$ cat src/rtl/mult_pkg.sv
// mult_pkg: shared FSM states, mode encodings and cycle-count helper for the iterative multiplier
package mult_pkg;
    typedef enum logic [1:0] {IDLE, RUN, FIN} state_t;
    localparam logic MODE_UNSIGNED = 1'b0;
    localparam logic MODE_SIGNED   = 1'b1;
    function automatic int calc_n(input int width, input int bpc);
        return width / bpc;
    endfunction
endpackage

$ cat src/rtl/mult_step.sv
// mult_step: one radix-2^BITS_PER_CYCLE add/shift slice of the shift-add multiplier
module mult_step
    import mult_pkg::*;
#(
    parameter int WIDTH          = 32,
    parameter int BITS_PER_CYCLE = 1
) (
    input  logic [2*WIDTH:0]  acc_in,
    input  logic [WIDTH-1:0]  mcnd,
    output logic [2*WIDTH:0]  acc_out
);
    always_comb begin
        acc_out = acc_in;
        for (int i = 0; i < BITS_PER_CYCLE; i++) begin
            acc_out[2*WIDTH:WIDTH] = acc_out[0] ? acc_out[2*WIDTH:WIDTH] + {1'b0, mcnd} : acc_out[2*WIDTH:WIDTH];
            acc_out = acc_out >> 1;
        end
    end
endmodule

$ cat src/rtl/seq_mult.sv
// seq_mult: iterative signed/unsigned shift-add multiplier with start/busy/done handshake
module seq_mult
    import mult_pkg::*;
#(
    parameter int WIDTH          = 32,
    parameter int BITS_PER_CYCLE = 1
) (
    input  logic                 clk,
    input  logic                 reset,
    input  logic                 start,
    input  logic                 signed_mode,
    input  logic [WIDTH-1:0]     data_a,
    input  logic [WIDTH-1:0]     data_b,
    output logic                 busy,
    output logic                 done,
    output logic [2*WIDTH-1:0]   result
);
    localparam int N  = calc_n(WIDTH, BITS_PER_CYCLE);
    localparam int CW = $clog2(N + 1);

    if (!(BITS_PER_CYCLE == 1 || BITS_PER_CYCLE == 2 || BITS_PER_CYCLE == 4) || (WIDTH % BITS_PER_CYCLE) != 0) begin : g_bad_param
        $error("seq_mult: illegal BITS_PER_CYCLE for WIDTH");
    end

    state_t             state_q, state_d;
    logic [WIDTH-1:0]   mcnd_q, mcnd_d;
    logic               neg_q, neg_d;
    logic [2*WIDTH:0]   acc_q, acc_d, step_acc;
    logic [CW-1:0]      count_q, count_d;
    logic               busy_q, busy_d, done_q, done_d;
    logic [2*WIDTH-1:0] result_q, result_d;
    logic               a_neg, b_neg;
    logic [WIDTH-1:0]   a_mag, b_mag;

    mult_step #(.WIDTH(WIDTH), .BITS_PER_CYCLE(BITS_PER_CYCLE)) u_step (
        .acc_in (acc_q),
        .mcnd   (mcnd_q),
        .acc_out(step_acc)
    );

    // The most-negative operand negates to itself, which is its correct unsigned magnitude.
    assign a_neg = (signed_mode == MODE_SIGNED) && data_a[WIDTH-1];
    assign b_neg = (signed_mode == MODE_SIGNED) && data_b[WIDTH-1];
    assign a_mag = a_neg ? -data_a : data_a;
    assign b_mag = b_neg ? -data_b : data_b;

    always_comb begin
        state_d  = state_q;
        mcnd_d   = mcnd_q;
        neg_d    = neg_q;
        acc_d    = acc_q;
        count_d  = count_q;
        busy_d   = busy_q;
        done_d   = 1'b0;
        result_d = result_q;
        case (state_q)
            IDLE: if (start) begin
                mcnd_d  = a_mag;
                neg_d   = a_neg ^ b_neg;
                acc_d   = {{(WIDTH+1){1'b0}}, b_mag};
                count_d = '0;
                busy_d  = 1'b1;
                state_d = RUN;
            end
            RUN: begin
                acc_d   = step_acc;
                count_d = count_q + CW'(1);
                state_d = (count_q == CW'(N - 1)) ? FIN : RUN;
            end
            FIN: begin
                result_d = neg_q ? -acc_q[2*WIDTH-1:0] : acc_q[2*WIDTH-1:0];
                done_d   = 1'b1;
                busy_d   = 1'b0;
                state_d  = IDLE;
            end
            default: state_d = IDLE;
        endcase
    end

    always_ff @(posedge clk) begin
        if (reset) begin
            state_q  <= IDLE;
            mcnd_q   <= '0;
            neg_q    <= 1'b0;
            acc_q    <= '0;
            count_q  <= '0;
            busy_q   <= 1'b0;
            done_q   <= 1'b0;
            result_q <= '0;
        end else begin
            state_q  <= state_d;
            mcnd_q   <= mcnd_d;
            neg_q    <= neg_d;
            acc_q    <= acc_d;
            count_q  <= count_d;
            busy_q   <= busy_d;
            done_q   <= done_d;
            result_q <= result_d;
        end
    end

    assign busy   = busy_q;
    assign done   = done_q;
    assign result = result_q;
endmodule

$ cat config.mk
export PLATFORM = sky130hd
export DESIGN_NAME = seq_mult
export DESIGN_NICKNAME = d
export VERILOG_FILES = /design/src/rtl/mult_pkg.sv /design/src/rtl/mult_step.sv /design/src/rtl/seq_mult.sv
export SDC_FILE = /design/constraint.sdc
export NUM_CORES = 1
export LEC_CHECK = 0
export BUFFER_PORTS_ARGS = -buffer_cell sky130_fd_sc_hd__buf_2
export CORE_MARGIN = 2
export CORE_UTILIZATION = 59
export DETAILED_ROUTE_END_ITERATION = 16
export PLACE_DENSITY = 0.81
export REMOVE_ABC_BUFFERS = 1
export SYNTH_ARGS = -nofsm -noshare
export SYNTH_HDL_FRONTEND = slang
export SYNTH_SLANG_ARGS = --single-unit
$ cat constraint.sdc
create_clock -name clk -period 3.68 [get_ports clk]
set_input_delay 0.184 -clock clk [delete_from_list [all_inputs] [get_ports clk]]
set_output_delay 0.184 -clock clk [all_outputs]
set_load 0.01 [all_outputs]
## Word-level counts from Yosys, hierarchy flattened

Index checks and enable logic that the tools add are counted.

- Bits in registers: 172
- Input port bits: 68
- Output and inout port bits: 66
- Word-level logic and storage cells: 40

- $add $sub $neg: 5
- Equality and inequality tests: 4
- Multiplexer cells: 14
- Bitwise logic cells: 1
- Reductions and logical operators: 8

Operators with widths:

| operator | number |
|---|---|
| case mux 65 bit (2 select lines) | 1 |
| two-way mux 65 bit | 1 |
| two-way mux 32 bit | 2 |
| two-way mux 64 bit | 1 |
| negator 32 bit | 2 |
| negator 64 bit | 1 |
| adder 33 x 32 -> 33 bit | 1 |
| two-way mux 33 bit | 1 |
| case mux 6 bit (2 select lines) | 1 |
| adder 6 x 1 -> 6 bit (second input constant) | 1 |
| equality test 6 x 5 -> 1 bit (second input constant) | 1 |
| two-way mux 6 bit | 1 |
| AND reduction 2 bit | 3 |
| two-way mux 2 bit | 2 |
| case mux 2 bit (2 select lines) | 1 |
| nonzero test 2 bit | 2 |
| equality test 2 x 1 -> 1 bit (second input constant) | 1 |
| equality test 2 bit (second input constant) | 1 |
| logical AND 1 bit | 2 |
| zero test 2 bit | 1 |
| two-way mux 1 bit | 2 |
| != test 2 bit (second input constant) | 1 |
| case mux 1 bit (2 select lines) | 1 |
| XOR 1 bit | 1 |

## Longest topological paths before layout

Gate-level depths: netlist (run 1).

- Depth in word-level cells: 4
- Gate-level depth with buffers: 11
- Gate-level depth less buffers: 11

## Cells and area by module

Synthesis (run 1) repeated with hierarchy kept, for this count alone.

- Cells, all modules: 1,294
- Area total of the unflattened synthesis: 10,737.8 µm²

By module, submodules not included:

| module | times used | cells each | area each (µm²) |
|---|---|---|---|
| seq_mult | 1 | 973 | 8,336.7 |
| mult_step | 1 | 321 | 2,401.1 |

## Least setup slack after synthesis (run 1)

OpenSTA, ideal clock, no wires.

- Kind: reg-to-reg
- Start point: reg acc_q[0]
- End point: reg result_q[56] (netlist: result[56])
- Library setup time: 0.124 ns
- Arrival time: 2.954 ns
- Slack: 0.601 ns
- Cell stages (with the launch flop): 12
- Path through: dfxtp_1 -> clkbuf_1 -> inv_1 -> clkbuf_1 -> ha_1 -> nor3b_2 -> nand3_2 -> or4_4 -> or4_4 -> o31ai_4 -> xor2_1 -> o21ai_1

- Word-level cells in the longest chain between the ends: 2

RTL lines:

| item | RTL line | text |
|---|---|---|
| from (decl) | seq_mult.sv:28 | `logic [2*WIDTH:0] acc_q, acc_d, step_acc;` |
| from (signal assigned) | seq_mult.sv:85 | `acc_q <= '0;` |
| from (signal assigned) | seq_mult.sv:94 | `acc_q <= acc_d;` |
| negator 64 bit | seq_mult.sv:71 | `result_d = neg_q ? -acc_q[2*WIDTH-1:0] : acc_q[2*WIDTH-1:0];` |
| two-way mux 64 bit | seq_mult.sv:71 |  |
| to (signal assigned) | seq_mult.sv:98 | `result_q <= result_d;` |
| to (decl) | seq_mult.sv:31 | `logic [2*WIDTH-1:0] result_q, result_d;` |

No other way between the ends.
A chain may end at the register's enable or synchronous reset.

## Final worst setup path (run 1)

- Start point: reg acc_q[38]
- End point: reg acc_q[58]

- Word-level cells in the longest chain between the ends: 3

RTL lines:

| item | RTL line | text |
|---|---|---|
| adder 33 x 32 -> 33 bit | mult_step.sv:15 | `acc_out[2*WIDTH:WIDTH] = acc_out[0] ? acc_out[2*WIDTH:WIDTH] + {1'b0, mcnd} : acc_out[2*WIDTH:WIDTH];` |
| two-way mux 33 bit | mult_step.sv:15 |  |
| case mux 65 bit (2 select lines) | seq_mult.sv:56 | `case (state_q)` |

No other way between the ends.

==> impl_metrics.ini, run 1 <==
[sta]
rsz0062_at_grt = no
finalCriticalPeriod_ns = 3.259
finalHoldViolCount = 0
finClkSkew_ns = 0.01050
fin_crit_sh = 0.8856
fmax_ghz = 0.3068
worst_pin_slew_ns = 1.228
slew_viol_final = 0
max_slew_margin = 0.1815
finalSetupViolations = 0

[layout]
seq_area_sq_um = 3425
fin_util = 0.6812
multi_input_area_sq_um = 6528
layout_common_cells = dfxtp_1, nor2_1, nand2_1, buf_2, o21ai_0
final_nets = 1490
n_antenna_cell = 0
drive_above_1_share = 0.1495
area_growth_pct = 13.62
nFillCells = 1470
final_common_cell = dfxtp_1

[critical_path]
crit_path_start_kind = register
cp.arrival_ns = 3.58
critPathMaxFanout = 6
critPathKind = register to register
worstSetupEndpointType = register
critPathRequiredTime_ns = 4.00
worst-r2r-cell-count = 9

[synth]
ys_ff_latch = 171
synth_cells = 1295
synth_edf_count = 0
synth_top_cell_by_area = dfxtp_1
synth_area_per_cell_sq_um = 7.952
synth_compound_area_frac = 0.2538
yosysSeqAreaShare = 0.3324
synth_top_area_share = 0.3324
netlist_top_cells_area = dfxtp_1, xor2_1, o21ai_0, nor2_1, nand2_1
synthAdderAreaFrac = 0.04569
synth_top_family_by_area = compound AO/OA/AOI/OAI gates
synth-xor-area-share = 0.1140
synth_simple_gate_area_frac = 0.2063
syn-cell-area_sq_um = 10300
synth_cell_types = 63
yosys_warnings = 0
synth_ff_type = dfxtp_1
muxShareOfSynthArea = 0.01154
async_flop_share = 0

[clock_tree]
cts_setup_buffers = 0
cts_tree = yes
cts.htree.levels = 4
post_cts_resized = 0
clock_latency_ns = 0.45
cts_made_buffers = 17
clk_pin_slew_ns = 0.07
holdBufCountCts = 0
cts_buffer_depth = 2
cts_root_buffer = clkbuf_16
cts.sinks = 171

[die]
core_sq_um = 17180
num_rows = 48
io_pins = 134
die_h_um = 136.1
chipWidth_um = 136.1
die_area_sq_um = 18530
start_util = 0.5995

[global_route]
grtUsageTotal = 0.2973
grt_pass1_vias = 9159
grt_max_degree = 74
grt_pass1_wl_um = 44300
overflow = 0
antenna_found_initial = 0

[placement]
dp_hpwl_um = 19780
routabilityCongestion = 0.9232
port_buffers = 133

[pwr]
leakagePower_nw = 4.666
cellPowerDensity_nw_per_um2 = 391.6
ir_worst_vdd_v = 0.0003834
p_total_mw = 4.581

[flow_run]
maxCapViolations = 0

[hold_path]
hold_depth = 3
min_path_type = input port to register

[detailed_routing]
firstDrtPassIters = 7
antenna_left = 0
wl_per_cell_um = 17.08
drtIter0Drc = 1056
drc = 0
vias = 10090
routed_wl_um = 27720
viasPerCell = 6.217

[run_status]
status = finished, final reports clean
kinds of logic after synthesis:
logic type / after synthesis
and+or+nand+nor: 450
adders and majority gates: 37
DFF: 171
xor gates and xnor gates: 134
AOI/OAI and AO/OA: 393
buffers and inverters: 99
muxes: 11
per-layer routing:
metal,GRT usage,wire length (um)
met1,0.3839,11870
met2,0.5031,13050
met3,0.05556,2303
met4,0.09144,501
met5,0,0
critical path: stages, from the launching register on:
cell and delay [ns]:
dfxtp_1 0.45, ha_1 0.34, a211oi_1 0.35, nor3b_1 0.10
o31ai_1 0.35, o21ai_0 0.26, a311oi_1 0.44, o21ai_0 0.31
mux2i_1 0.18, or3_1 0.35
path summary, 6_finish.rpt:
kind | startpoint | end | slack (ns)
setup reg to reg | acc_q[38] | acc_q[58] | 0.42
setup / recovery | acc_q[38] | acc_q[58] | 0.42
hold / removal | data_a[0] | mcnd_q[0] | 0.02
hold reg to reg | result[16] | result[16] | 0.45
cell usage after synthesis, drive strengths merged (18+ instances only):
master,n
a222oi,32
xnor2,41
a21oi,58
o31ai,23
a211oi,35
a21o,18
dfxtp,171
nor3,22
xor2,93
a22oi,20
nor2,145
or3,21
nand2,137
inv,19
nand3,32
o21ai,135
clkbuf,67
ha,36
sequential cells by signal, indices dropped and copies added, names as in the netlist:
register and count:
done 1, result 64, busy 1, count_q 6, acc_q 64, neg_q 1
state_q 2, mcnd_q 32
area by class of cell:
| type | count | share of cell area |
|---|---|---|
| Clock inverter | 15 | 0.01315 |
| Tap cell | 225 | 0.02406 |
| Sequential cell | 171 | 0.2927 |
| Inverter | 19 | 0.006096 |
| Clock buffer | 17 | 0.03636 |
| Multi-Input combinational cell | 1025 | 0.5579 |
| Timing Repair Buffer | 151 | 0.06972 |
metrics by stage:
stage / TNS (ns) / cell area (sq um) / cells / setup slack, ns / hold slack [ns]
after global placement: 0 / 11120 / 1591 / 0.5713 / 0.4285
final: 0 / 11700 / 1623 / 0.4209 / 0.01642
after floorplan: -29.96 / 9996 / 1215 / -0.5299 / 0.2531
after detailed placement: 0 / 11120 / 1591 / 0.4981 / 0.4376
after global routing: 0 / 11700 / 1623 / 0.2839 / 0.03374
after CTS: 0 / 11700 / 1623 / 0.4654 / 0.01130
where the power goes:
part	switching (mW)	internal, mW	total (mW)
Combinational	0.481	0.299	0.780
Clock	0.831	0.958	1.79
Sequential	0.0925	1.92	2.01
Total	1.40	3.18	4.58
Note: power is estimated with default switching activity, not from simulation.
==> run 2: changes to the inputs <==
--- a/config.mk
+++ b/config.mk
@@ -5,9 +5,10 @@
 export SDC_FILE = /design/constraint.sdc
 export NUM_CORES = 1
 export LEC_CHECK = 0
+export ABC_AREA = 1
 export BUFFER_PORTS_ARGS = -buffer_cell sky130_fd_sc_hd__buf_2
 export CORE_MARGIN = 2
-export CORE_UTILIZATION = 59
+export CORE_UTILIZATION = 60
 export DETAILED_ROUTE_END_ITERATION = 16
 export PLACE_DENSITY = 0.81
 export REMOVE_ABC_BUFFERS = 1
==> run 2 against run 1 <==
Compared with the run above: setup slack improved by 0.89 ns; largest cell class unchanged; clock power increased by 9%; first-iteration DRC count increased by 34%; sequential share of layout area decreased by 5.0 points; maximum frequency increased by 37%; flip-flop and latch count unchanged; highest routed layer unchanged; via count increased by 44%.
==> impl_metrics.ini, run 2 <==
[clock_tree]
holdBufCountCts = 0
cts_root_buffer = clkbuf_16
clock_latency_ns = 0.45
cts_setup_buffers = 0
cts_tree = yes
cts_buffer_depth = 2
cts_made_buffers = 17
cts.sinks = 171
post_cts_resized = 0
cts.htree.levels = 4
clk_pin_slew_ns = 0.08

[pwr]
p_clk_frac = 0.359
seq_power_share = 0.377
power.switching_mw = 1.971
cellPowerDensity_nw_per_um2 = 383.7
ir_worst_vdd_v = 0.0003232
swShare = 0.3634
combPwrFrac = 0.264
leakagePower_nw = 6.856
intPower_mw = 3.452

[sta]
finalCriticalPeriod_ns = 2.370
max_slew_margin = 0.3274
slew_viol_final = 0
fin_crit_sh = 0.6441
fmax_ghz = 0.4219
fin_tns_setup_ns = 0
finClkSkew_ns = 0.01560
rsz0062_at_grt = no
worst_pin_slew_ns = 1.008
finalHoldViolCount = 0
fin_hold_ws_ns = 0.02127
finalSetupViolations = 0

[synth]
synth_cells = 2129
yosysSeqAreaShare = 0.2709
synth_top_area_share = 0.2709
synth_compound_area_frac = 0.1679
synth-xor-area-share = 0.02079
synth_area_per_cell_sq_um = 5.936
synth_ff_type = dfxtp_1
ys_top_cells_by_count = nand2_1, inv_1, nor2_1, nand3_1, dfxtp_1
synth_cell_types = 48
synthAdderAreaFrac = 0.03723
synth_top_cell_by_area = dfxtp_1
synth_simple_gate_area_frac = 0.3876
synth_edf_count = 0
muxShareOfSynthArea = 0
yosys_warnings = 0
syn-cell-area_sq_um = 12640
ys_ff_latch = 171
synth.most_common_cell = nand2_1
synth_top_family_by_area = simple AND/OR/NAND/NOR gates
netlist_top_cells_area = dfxtp_1, nand2_1, inv_1, nand3_1, nor2_1
async_flop_share = 0

[critical_path]
worstSetupEndpointType = register
crit_buf_inv = 2
rrSetupSlack_ns = 1.31
cp_slowest_cell = nor2_2
worst-r2r-cell-count = 6
crit_path_start_kind = register
r2r-end = count_q[5]
critPathMaxFanout = 17
cp.arrival_ns = 2.71
critPathKind = register to register
cp_top_family = simple AND/OR/NAND/NOR gates
path_cells = inv_2, nor2_2, inv_1, nor4_1, a21oi_1, a211oi_1
slowest_delay_ns = 0.76
critPathRequiredTime_ns = 4.02
r2r_start = state_q[0]

[die]
core_sq_um = 20820
chipWidth_um = 149.1
die_h_um = 149.1
num_rows = 53
io_pins = 134
die_area_sq_um = 22240
start_util = 0.6069

[placement]
dp_hpwl_um = 33730
routabilityCongestion = 1.005
port_buffers = 133

[layout]
final_nets = 2336
final_common_cell = nand2_1
nFillCells = 2004
layout_common_cells = nand2_1, inv_1, nor2_1, nand3_1, dfxtp_1
drive_above_1_share = 0.1163
area_growth_pct = 11.82
n_antenna_cell = 0

[detailed_routing]
antenna_left = 0
firstDrtPassIters = 5
wl_met3_um = 3282
drtIter0Drc = 1412
viasPerCell = 5.755
vias = 14500
met1_length_um = 17600
drc = 0
dr_wl_met2_um = 20610
routed_wl_um = 43630
wl_per_cell_um = 17.32
top_layer = met4

[run_status]
status = finished, final reports clean

[global_route]
grtUsageTotal = 0.3923
antenna_found_initial = 0
grt_pass1_wl_um = 68730
grt_pass1_vias = 13370
grt_max_degree = 75
overflow = 0

[hold_path]
min_path_type = input port to register
min_to = mcnd_q[1]
hold_depth = 3
holdCritStartpoint = data_a[1]

[flow_run]
maxCapViolations = 0
[run 2: changes by cell type after synthesis, moves of 34 or more]
cell / before / now
nand2_1: 137 / 599
inv_1: 19 / 288
nand3_1: 31 / 177
a21oi_1: 58 / 156
nor2_1: 145 / 234
xor2_1: 93 / 27
xnor2_1: 41 / 3
a211oi_1: 35 / 1
[run 2: metrics by stage]
stage	std cells	instance area, sq um	worst slack, ns	utilization	total power, mW
final	2519	14130	1.310	0.6786	5.423
after floorplan	2060	12340	0.4016	-	2.990
after detailed placement	2487	13520	1.396	0.6491	3.470
after CTS	2519	14130	1.358	0.6786	5.372
after global routing	2519	14130	1.151	0.6786	5.638
after global placement	2487	13520	1.437	0.6491	3.446
[run 2: final cells by class]
type | count | area [sq um] | share of cell area
well taps | 275 | 344.1 | 0.02435
multi-input cells | 1580 | 7774 | 0.5501
flip-flops and latches | 171 | 3425 | 0.2423
repair buffers | 152 | 808.3 | 0.05720
clock buffers | 18 | 429.2 | 0.03037
inverters | 309 | 1165 | 0.08243
clock inverters | 14 | 186.4 | 0.01319
[run 2: worst max path at each step]
stage,slack (ns),cells past startpoint,to,start
CTS,1.36,11,result[42],acc_q[0]
floorplan,0.40,7,acc_q[24],state_q[0]
finish,1.31,6,count_q[5],state_q[0]
detailed placement,1.40,11,result[42],acc_q[0]
global route,1.15,14,acc_q[59],acc_q[32]
global placement,1.44,11,result[42],acc_q[0]
[run 2: kinds of logic after synthesis]
kind of cell,after synthesis
xor+xnor,30
simple gates,1139
buf+inv,378
compound gates,374
fa+ha+maj,37
flops,171
[run 2: power by group through the flow]
stage	Combinational (mW)	Clock (mW)	Sequential (mW)
after floorplan	0.927	0	2.06
after global placement	1.37	0	2.08
after detailed placement	1.39	0	2.08
after CTS	1.40	1.94	2.04
after global routing	1.58	2.01	2.05
final	1.43	1.95	2.04
[run 2: tightest hold or removal path: stages]
cell and delay [ns]:
buf_2 0.11, nand2_1 0.06, a221oi_1 0.06
[run 2: routing by layer]
| metal | up-vias | global-route usage |
|---|---|---|
| li1 | 7144 | - |
| met1 | 6491 | 0.4820 |
| met2 | 727 | 0.6774 |
| met3 | 135 | 0.05199 |
| met4 | 0 | 0.1905 |
| met5 | - | 0 |
